## config.mk

```make
export PLATFORM = sky130hd
export DESIGN_NAME = train_sequencer
export DESIGN_NICKNAME = d
export VERILOG_FILES = /design/src/rtl/train_sequencer_pkg.sv /design/src/rtl/train_sequencer_inflight_counter.sv /design/src/rtl/train_sequencer.sv
export SDC_FILE = /design/constraint.sdc
export NUM_CORES = 1
export LEC_CHECK = 0
export ABC_AREA = 1
export CAP_MARGIN = 5
export CORE_MARGIN = 8
export CORE_UTILIZATION = 51
export CTS_BUF_LIST = sky130_fd_sc_hd__clkbuf_4
export DETAILED_ROUTE_END_ITERATION = 8
export MAX_ROUTING_LAYER = met4
export PLACE_DENSITY_LB_ADDON = 0.15
export SLEW_MARGIN = 20
export SYNTH_ARGS = -nofsm -noshare
export SYNTH_HDL_FRONTEND = slang
export SYNTH_SLANG_ARGS = --single-unit
```

## constraint.sdc

```tcl
create_clock -name iCLK -period 6.47 [get_ports iCLK]
set_input_delay 1.294 -clock iCLK [delete_from_list [all_inputs] [get_ports iCLK]]
set_output_delay 1.294 -clock iCLK [all_outputs]
set_load 0.03 [all_outputs]
```

## src/rtl/train_sequencer_pkg.sv

```systemverilog
// Shared encodings for the training sequencer and the layer chain it drives:
// layer mode values and the sequencer state set.
package train_sequencer_pkg;

    localparam logic MODE_TEST  = 1'b0;
    localparam logic MODE_TRAIN = 1'b1;

    typedef enum logic [2:0] {
        ST_IDLE    = 3'd0,
        ST_TRAIN   = 3'd1,
        ST_DRAIN_T = 3'd2,
        ST_TEST    = 3'd3,
        ST_DRAIN_E = 3'd4,
        ST_DONE    = 3'd5
    } seq_state_e;

endpackage

```

## src/rtl/train_sequencer_inflight_counter.sv

```systemverilog
// Up/down count of samples issued into the network but not yet retired.
// Saturates at MAXOUT and never underflows below zero.
module inflight_counter
    import train_sequencer_pkg::*;
#(
    parameter  int MAXOUT = 4,
    localparam int CW     = $clog2(MAXOUT + 1)
) (
    input  logic          iCLK,
    input  logic          iRST,
    input  logic          inc_i,
    input  logic          dec_i,
    output logic [CW-1:0] count_o,
    output logic          full_o,
    output logic          empty_o
);

    logic [CW-1:0] count_q, count_d;
    logic          do_inc, do_dec;

    // A retire at zero is dropped, so an issue in that same cycle still counts.
    always_comb begin
        do_dec  = dec_i && (count_q != '0);
        do_inc  = inc_i && ((count_q != CW'(MAXOUT)) || do_dec);
        count_d = count_q;
        if (do_inc && !do_dec) begin
            count_d = count_q + 1'b1;
        end else if (do_dec && !do_inc) begin
            count_d = count_q - 1'b1;
        end
    end

    always_ff @(posedge iCLK) begin
        if (iRST) begin
            count_q <= '0;
        end else begin
            count_q <= count_d;
        end
    end

    assign count_o = count_q;
    assign full_o  = (count_q == CW'(MAXOUT));
    assign empty_o = (count_q == '0);

endmodule

```

## src/rtl/train_sequencer.sv

```systemverilog
// Training scheduler: drives mode and learning rate to the layer chain, gates
// the sample stream and waits for all in-flight samples before any change.
module train_sequencer
    import train_sequencer_pkg::*;
#(
    parameter  int                    WD       = 8,
    parameter  int                    WF       = 4,
    parameter  int                    NS       = 16,
    parameter  int                    NE       = 4,
    parameter  int                    NT       = 8,
    parameter  int                    MAXOUT   = 4,
    parameter  logic signed [WF-1:0]  LR_INIT  = 4'sb0100,
    parameter  int                    LR_SHIFT = 1,
    parameter  logic signed [WF-1:0]  LR_MIN   = 4'sb0001,
    localparam int                    EW       = $clog2(NE + 1)
) (
    input  logic                 iCLK,
    input  logic                 iRST,
    input  logic                 iStart,
    output logic                 oBusy,
    output logic                 oDone,
    output logic                 oMode,
    output logic signed [WF-1:0] oLR,
    output logic [EW-1:0]        oEpoch,
    input  logic                 iValid_AS_Sample,
    output logic                 oReady_AS_Sample,
    input  logic [WD-1:0]        iData_AS_Sample,
    output logic                 oValid_BM_Sample,
    input  logic                 iReady_BM_Sample,
    output logic [WD-1:0]        oData_BM_Sample,
    input  logic                 iValid_AS_Retire,
    output logic                 oReady_AS_Retire
);

    localparam int NMAX = (NS > NT) ? NS : NT;
    localparam int CNTW = $clog2(NMAX + 1);
    localparam int OW   = $clog2(MAXOUT + 1);

    seq_state_e           state_q, state_d;
    logic [CNTW-1:0]      cnt_q, cnt_d;
    logic [EW-1:0]        epoch_q, epoch_d;
    logic signed [WF-1:0] lr_q, lr_d;
    logic                 mode_q, mode_d;
    logic                 gate, issue, below_limit;
    logic                 full, empty;
    logic [OW-1:0]        outstanding;

    function automatic logic signed [WF-1:0] lr_decay(input logic signed [WF-1:0] lr);
        logic signed [WF-1:0] shifted;
        shifted = lr >>> LR_SHIFT;
        return (shifted < LR_MIN) ? LR_MIN : shifted;
    endfunction

    inflight_counter #(.MAXOUT(MAXOUT)) u_inflight (
        .iCLK    (iCLK),
        .iRST    (iRST),
        .inc_i   (issue),
        .dec_i   (iValid_AS_Retire),
        .count_o (outstanding),
        .full_o  (full),
        .empty_o (empty)
    );

    always_ff @(posedge iCLK) begin
        if (iRST) begin
            state_q <= ST_IDLE;
            cnt_q   <= '0;
            epoch_q <= '0;
            lr_q    <= LR_INIT;
            mode_q  <= MODE_TEST;
        end else begin
            state_q <= state_d;
            cnt_q   <= cnt_d;
            epoch_q <= epoch_d;
            lr_q    <= lr_d;
            mode_q  <= mode_d;
        end
    end

    always_ff @(posedge iCLK) begin
        assert (NE > 0) else $error("train_sequencer: NE must be at least 1");
        if (!iRST) begin
            assert (outstanding <= OW'(MAXOUT)) else $error("train_sequencer: in-flight overflow");
        end
    end

    // Mode and LR only move on drain-complete edges, so no sample sees a change.
    always_comb begin
        state_d = state_q;
        cnt_d   = cnt_q;
        epoch_d = epoch_q;
        lr_d    = lr_q;
        mode_d  = mode_q;
        if (issue) begin
            cnt_d = cnt_q + 1'b1;
        end
        case (state_q)
            ST_IDLE: begin
                if (iStart) begin
                    state_d = ST_TRAIN;
                    cnt_d   = '0;
                    epoch_d = '0;
                    lr_d    = LR_INIT;
                    mode_d  = MODE_TRAIN;
                end
            end
            ST_TRAIN: begin
                if (issue && (cnt_q == CNTW'(NS - 1))) state_d = ST_DRAIN_T;
            end
            ST_DRAIN_T: begin
                if (empty) begin
                    cnt_d = '0;
                    if (epoch_q == EW'(NE - 1)) begin
                        state_d = ST_TEST;
                        mode_d  = MODE_TEST;
                    end else begin
                        state_d = ST_TRAIN;
                        epoch_d = epoch_q + 1'b1;
                        lr_d    = lr_decay(lr_q);
                    end
                end
            end
            ST_TEST: begin
                if (issue && (cnt_q == CNTW'(NT - 1))) state_d = ST_DRAIN_E;
            end
            ST_DRAIN_E: begin
                if (empty) state_d = ST_DONE;
            end
            ST_DONE:  state_d = ST_IDLE;
            default:  state_d = ST_IDLE;
        endcase
    end

    always_comb begin
        below_limit = 1'b0;
        gate        = 1'b0;
        case (state_q)
            ST_TRAIN: below_limit = (cnt_q < CNTW'(NS));
            ST_TEST:  below_limit = (cnt_q < CNTW'(NT));
            default:  below_limit = 1'b0;
        endcase
        gate             = below_limit && !full;
        oValid_BM_Sample = iValid_AS_Sample && gate;
        oReady_AS_Sample = iReady_BM_Sample && gate;
        issue            = iValid_AS_Sample && iReady_BM_Sample && gate;
        oBusy            = (state_q != ST_IDLE);
        oDone            = (state_q == ST_DONE);
    end

    assign oMode            = mode_q;
    assign oLR              = lr_q;
    assign oEpoch           = epoch_q;
    assign oData_BM_Sample  = iData_AS_Sample;
    assign oReady_AS_Retire = !iRST;

endmodule

```

**Yosys cells after proc, flatten, opt, wreduce, memory -nomap -nowiden**

Cells that the tools add are included.

- Logic and storage cells: 85
- Output and inout port bits: 21
- Bits in registers: 19

- Add/subtract/negate cells: 4
- $lt $le $gt $ge: 3
- Equal/unequal tests: 18
- Multiplexer cells: 27
- Reduce and logical (&&, ||, !) cells: 26

Operators with widths:

| cell | count |
|---|---|
| two-way mux 3 bit | 10 |
| two-way mux 4 bit | 4 |
| inequality test 2 bit, second input constant | 8 |
| two-way mux 5 bit | 3 |
| one-hot mux 3 bit (5 select lines) | 1 |
| logical AND 1 bit | 11 |
| one-hot mux 5 bit (2 select lines) | 1 |
| AND reduction 5 bit | 2 |
| == test 3 x 2 -> 1 bit, second input constant | 3 |
| == test 3 bit, second input constant | 3 |
| one-hot mux 4 bit (2 select lines) | 1 |
| AND reduction 4 bit | 2 |
| adder 3 x 1 -> 3 bit, second input constant | 2 |
| logical NOT 3 bit | 2 |
| one-hot mux 3 bit (2 select lines) | 1 |
| nonzero test 3 bit | 2 |
| adder 5 x 1 -> 5 bit, second input constant | 1 |
| == test 5 x 3 -> 1 bit, second input constant | 1 |
| == test 5 x 4 -> 1 bit, second input constant | 1 |
| less-than comparator 5 x 4 -> 1 bit, second input constant | 1 |
| less-than comparator 5 bit, second input constant | 1 |
| logical NOT 1 bit | 4 |
| one-hot mux 1 bit (2 select lines) | 2 |
| nonzero test 2 bit | 2 |
| 7 further kinds | 9 |

**Depth between registers and ports, before layout**

- Depth after elaboration: 9
- Gate-level depth with buffers: 12
- Depth with buffers taken out: 12

**Modules after synthesis**

From an unflattened synthesis, not the netlist that was laid out.

- Cell total of the unflattened synthesis: 165
- Area, all modules: 1,213.7 um^2

By module, submodules not included:

| module | cells an instance | instances | area an instance (um^2) |
|---|---|---|---|
| train_sequencer | 134 | 1 | 1,008.5 |
| inflight_counter | 31 | 1 | 205.2 |

**Least setup slack after synthesis**

Ideal clock, no wire load.

- Path kind: in2out
- Start point: in iReady_BM_Sample
- End point: out oReady_AS_Sample
- Buffers on the path: 0
- Stages on the path: 2
- Setup slack: 3.445 ns
- Required time: 5.176 ns
- Data arrival time: 1.731 ns
- Cell sequence: inv_1 > nor2_1

- Cells in the longest elaborated chain, start to end: 1

Ends and longest elaborated chain:

| element | line | text |
|---|---|---|
| start: declaration | train_sequencer.sv:29 | `input logic iReady_BM_Sample,` |
| logical AND 1 bit | train_sequencer.sv:144 | `oReady_AS_Sample = iReady_BM_Sample && gate;` |
| end: declaration | train_sequencer.sv:26 | `output logic oReady_AS_Sample,` |

No other way between the ends.

**Final worst setup path**

- Start point: in iRST
- End point: out oReady_AS_Retire

- Cells in the longest elaborated chain, start to end: 1

Ends and longest elaborated chain:

| element | line | text |
|---|---|---|
| start: declaration | train_sequencer.sv:18 | `input logic iRST,` |
| logical NOT 1 bit | train_sequencer.sv:154 | `assign oReady_AS_Retire = !iRST;` |
| end: declaration | train_sequencer.sv:32 | `output logic oReady_AS_Retire` |

No other way between the ends.

==> results.yml <==
outcome:
  outcome: "finished clean"
layout:
  final_common_cell: "inv_1"
  seq_area_sq_um: 360
  num_antenna_cells: 0
  drive_gt1_share_pct: 11.7
  syn2layout_area_growth_pct: 13.1
  final_cell_mix: "inv_1 (25), nand2_1 (24), nor2_1 (18), dfxtp_1 (18), clkdlybuf4s50_1 (17)"
  fin_nets: 192
  n_fill_cell: 206
  multiInputGateArea_sq_um: 569
sta:
  fin_crit_sh_pct: 63.5
  setup_viol: 0
  tns_ns: 0
  finalMaxSlewViolations: 0
  hold_violations: 0
  fmax_mhz: 244
  layout_min_cycle_time_ns: 4.11
  rsz0062_at_grt: "no"
  hold_slack_ns: 0.456
  skew_ns: 0.00389
power_and_ir_drop:
  net-switching-power_uw: 348
  p_per_area_nw_per_um2: 530
  clockPowerShare_pct: 8.6
  pwr-share-seq_pct: 27.5
  leakage_nw: 0.605
  combPwrFrac_pct: 63.9
  internal_power_uw: 329
  swShare_pct: 51.3
  ir_drop_uv: 345
  total_power_uw: 677
global_route:
  grt_max_degree: 13
  antenna_found_initial: 0
  gr-usage-all-layers_pct: 11.9
  grt_pass1_vias: 901
  grt_pass1_wl_um: 3860
  grt.overflow.total: 0
place:
  portBuffers: 17
  hpwlAfterDp_um: 1790
  place.gp.congestion: 0.868
setup_path:
  setup.worst_path.start_class: "input pin"
  crit_type: "in2out"
  crit_chain: "clkdlybuf4s50_1, inv_1, clkdlybuf4s50_1"
  cp_common_cell: "clkdlybuf4s50_1"
  path_max_fanout: 12
  cp-end-kind: "output port"
  required_ns: 5.18
  arrival_ns: 2.81
  crit_slowest_cell: "clkdlybuf4s50_1"
  rrSetupSlack_ns: 4.16
  critPathMaxStageDelay_ns: 0.74
yosys:
  synth_top_area_cell: "dfxtp_1"
  syn_avg_cell_area_sq_um: 7.02
  synth-seq-cells: 18
  syn_inst: 161
  yosysUniqueCellTypes: 27
  yosysTopAreaCellShare_pct: 31.9
  netlist_area_sq_um: 1130
  synth.net_count: 181
  yosysSeqAreaShare_pct: 31.9
  yosysWarnings: 0
  yosys-top-cells-area: "dfxtp_1 (32%), inv_1 (8.3%), nand2_1 (8.0%)"
cts:
  cts.clk_slew.worst_paths_ns: 0.11
  root_buffer: "clkbuf_4"
  tritoncts: "built"
  hold_buffers: 0
  cts_setup_buffers: 0
  cts_made_buffers: 3
  cts.repair.resized: 0
  h-tree-depth: 1
  cts_buffer_depth: 2
  insertion_delay_ns: 0.29
  cts_sinks: 18
detailed_routing:
  drcViolationCount: 0
  vias: 979
  ant_nets: 0
  wl_per_cell_um: 11.3
  drt_pass1_iterations: 4
  viasPerCell: 4.92
  wl_um: 2240
  drt_iter0_drc: 36
floorplanning:
  start_util_pct: 52.6
  dieHeight_um: 63.1
  fp-row-count: 17
  io_pins: 35
  die_w_um: 63.1
  fp.dieArea_sq_um: 3980
  core_sq_um: 2150
flow_run:
  maxCapViolations: 0
min_path:
  hp-class: "reg2reg"
==> layer usage <==
| metal | global-route usage, % | up-vias | wire length, um |
|---|---|---|---|
| li1 | - | 521 | - |
| met1 | 13.8 | 432 | 1040 |
| met2 | 18.2 | 22 | 1050 |
| met3 | 3.89 | 4 | 116 |
| met4 | 5.13 | 0 | 30 |
| met5 | - | - | 0 |
==> critical path, delay by kind of cell <==
family / cells / cell delay, ns
buffers and inverters: 3 / 1.52
==> metrics by stage <==
stage	utilization, %	instances	setup WS [ns]	cell area [sq um]
after floorplan	-	161	3.45	1130
after global placement	58.2	195	2.39	1250
after detailed placement	58.2	195	2.36	1250
after CTS	59.5	199	2.36	1280
after global routing	59.5	199	2.31	1280
final	59.5	199	2.36	1280
==> registers in the layout, summed over array words and instances, names as in the netlist <==
| register | count |
|---|---|
| oLR | 3 |
| oEpoch | 3 |
| oMode | 1 |
| u_inflight.count_o | 3 |
| cnt_q | 5 |
| state_q | 3 |
==> power groups by stage <==
stage                     sequential [mW]  combinational [mW]  clock, mW
after floorplan                     0.219               0.304          0
after global placement              0.185               0.429          0
after detailed placement            0.188               0.433          0
after CTS                           0.186               0.436     0.0591
after global routing                0.192               0.484     0.0640
final                               0.186               0.433     0.0581
==> cell usage after synthesis (all sizes together) <==
cell,count
dfxtp,18
a21oi,13
nand2,30
a211oi,2
o211ai,1
o21a,1
nand3,8
o21bai,1
xnor2,1
inv,31
fa,1
nand4,3
nor3,7
conb,1
o21ai,7
buf,11
ha,5
nor2,20
==> cell type report <==
cell class              instances  area share (%)
clock inverters                 1           0.294
clock buffers                   3            1.76
well taps                      28            2.74
repair buffers                 17            13.3
flip-flops and latches         18            28.2
inverters                      31            9.11
multi-input cells             101            44.6
==> cell families after synthesis <==
family | share of synthesized area [%]
AOI/OAI and AO/OA | 12.2
xor gates and xnor gates | 0.775
adders and majority gates | 7.31
buffers and inverters | 17.7
DFF | 31.9
other | 0.332
and+or+nand+nor | 29.8
==> worst paths after layout <==
kind | start | endpoint | depth (start not counted)
max reg2reg | u_inflight.count_o[0] | u_inflight.count_o[2] | 11
min | oLR[0] | oLR[0] | 2
max | iRST | oReady_AS_Retire | 3
min reg2reg | oLR[0] | oLR[0] | 2
No activity file was read; power rests on OpenSTA's default activity.
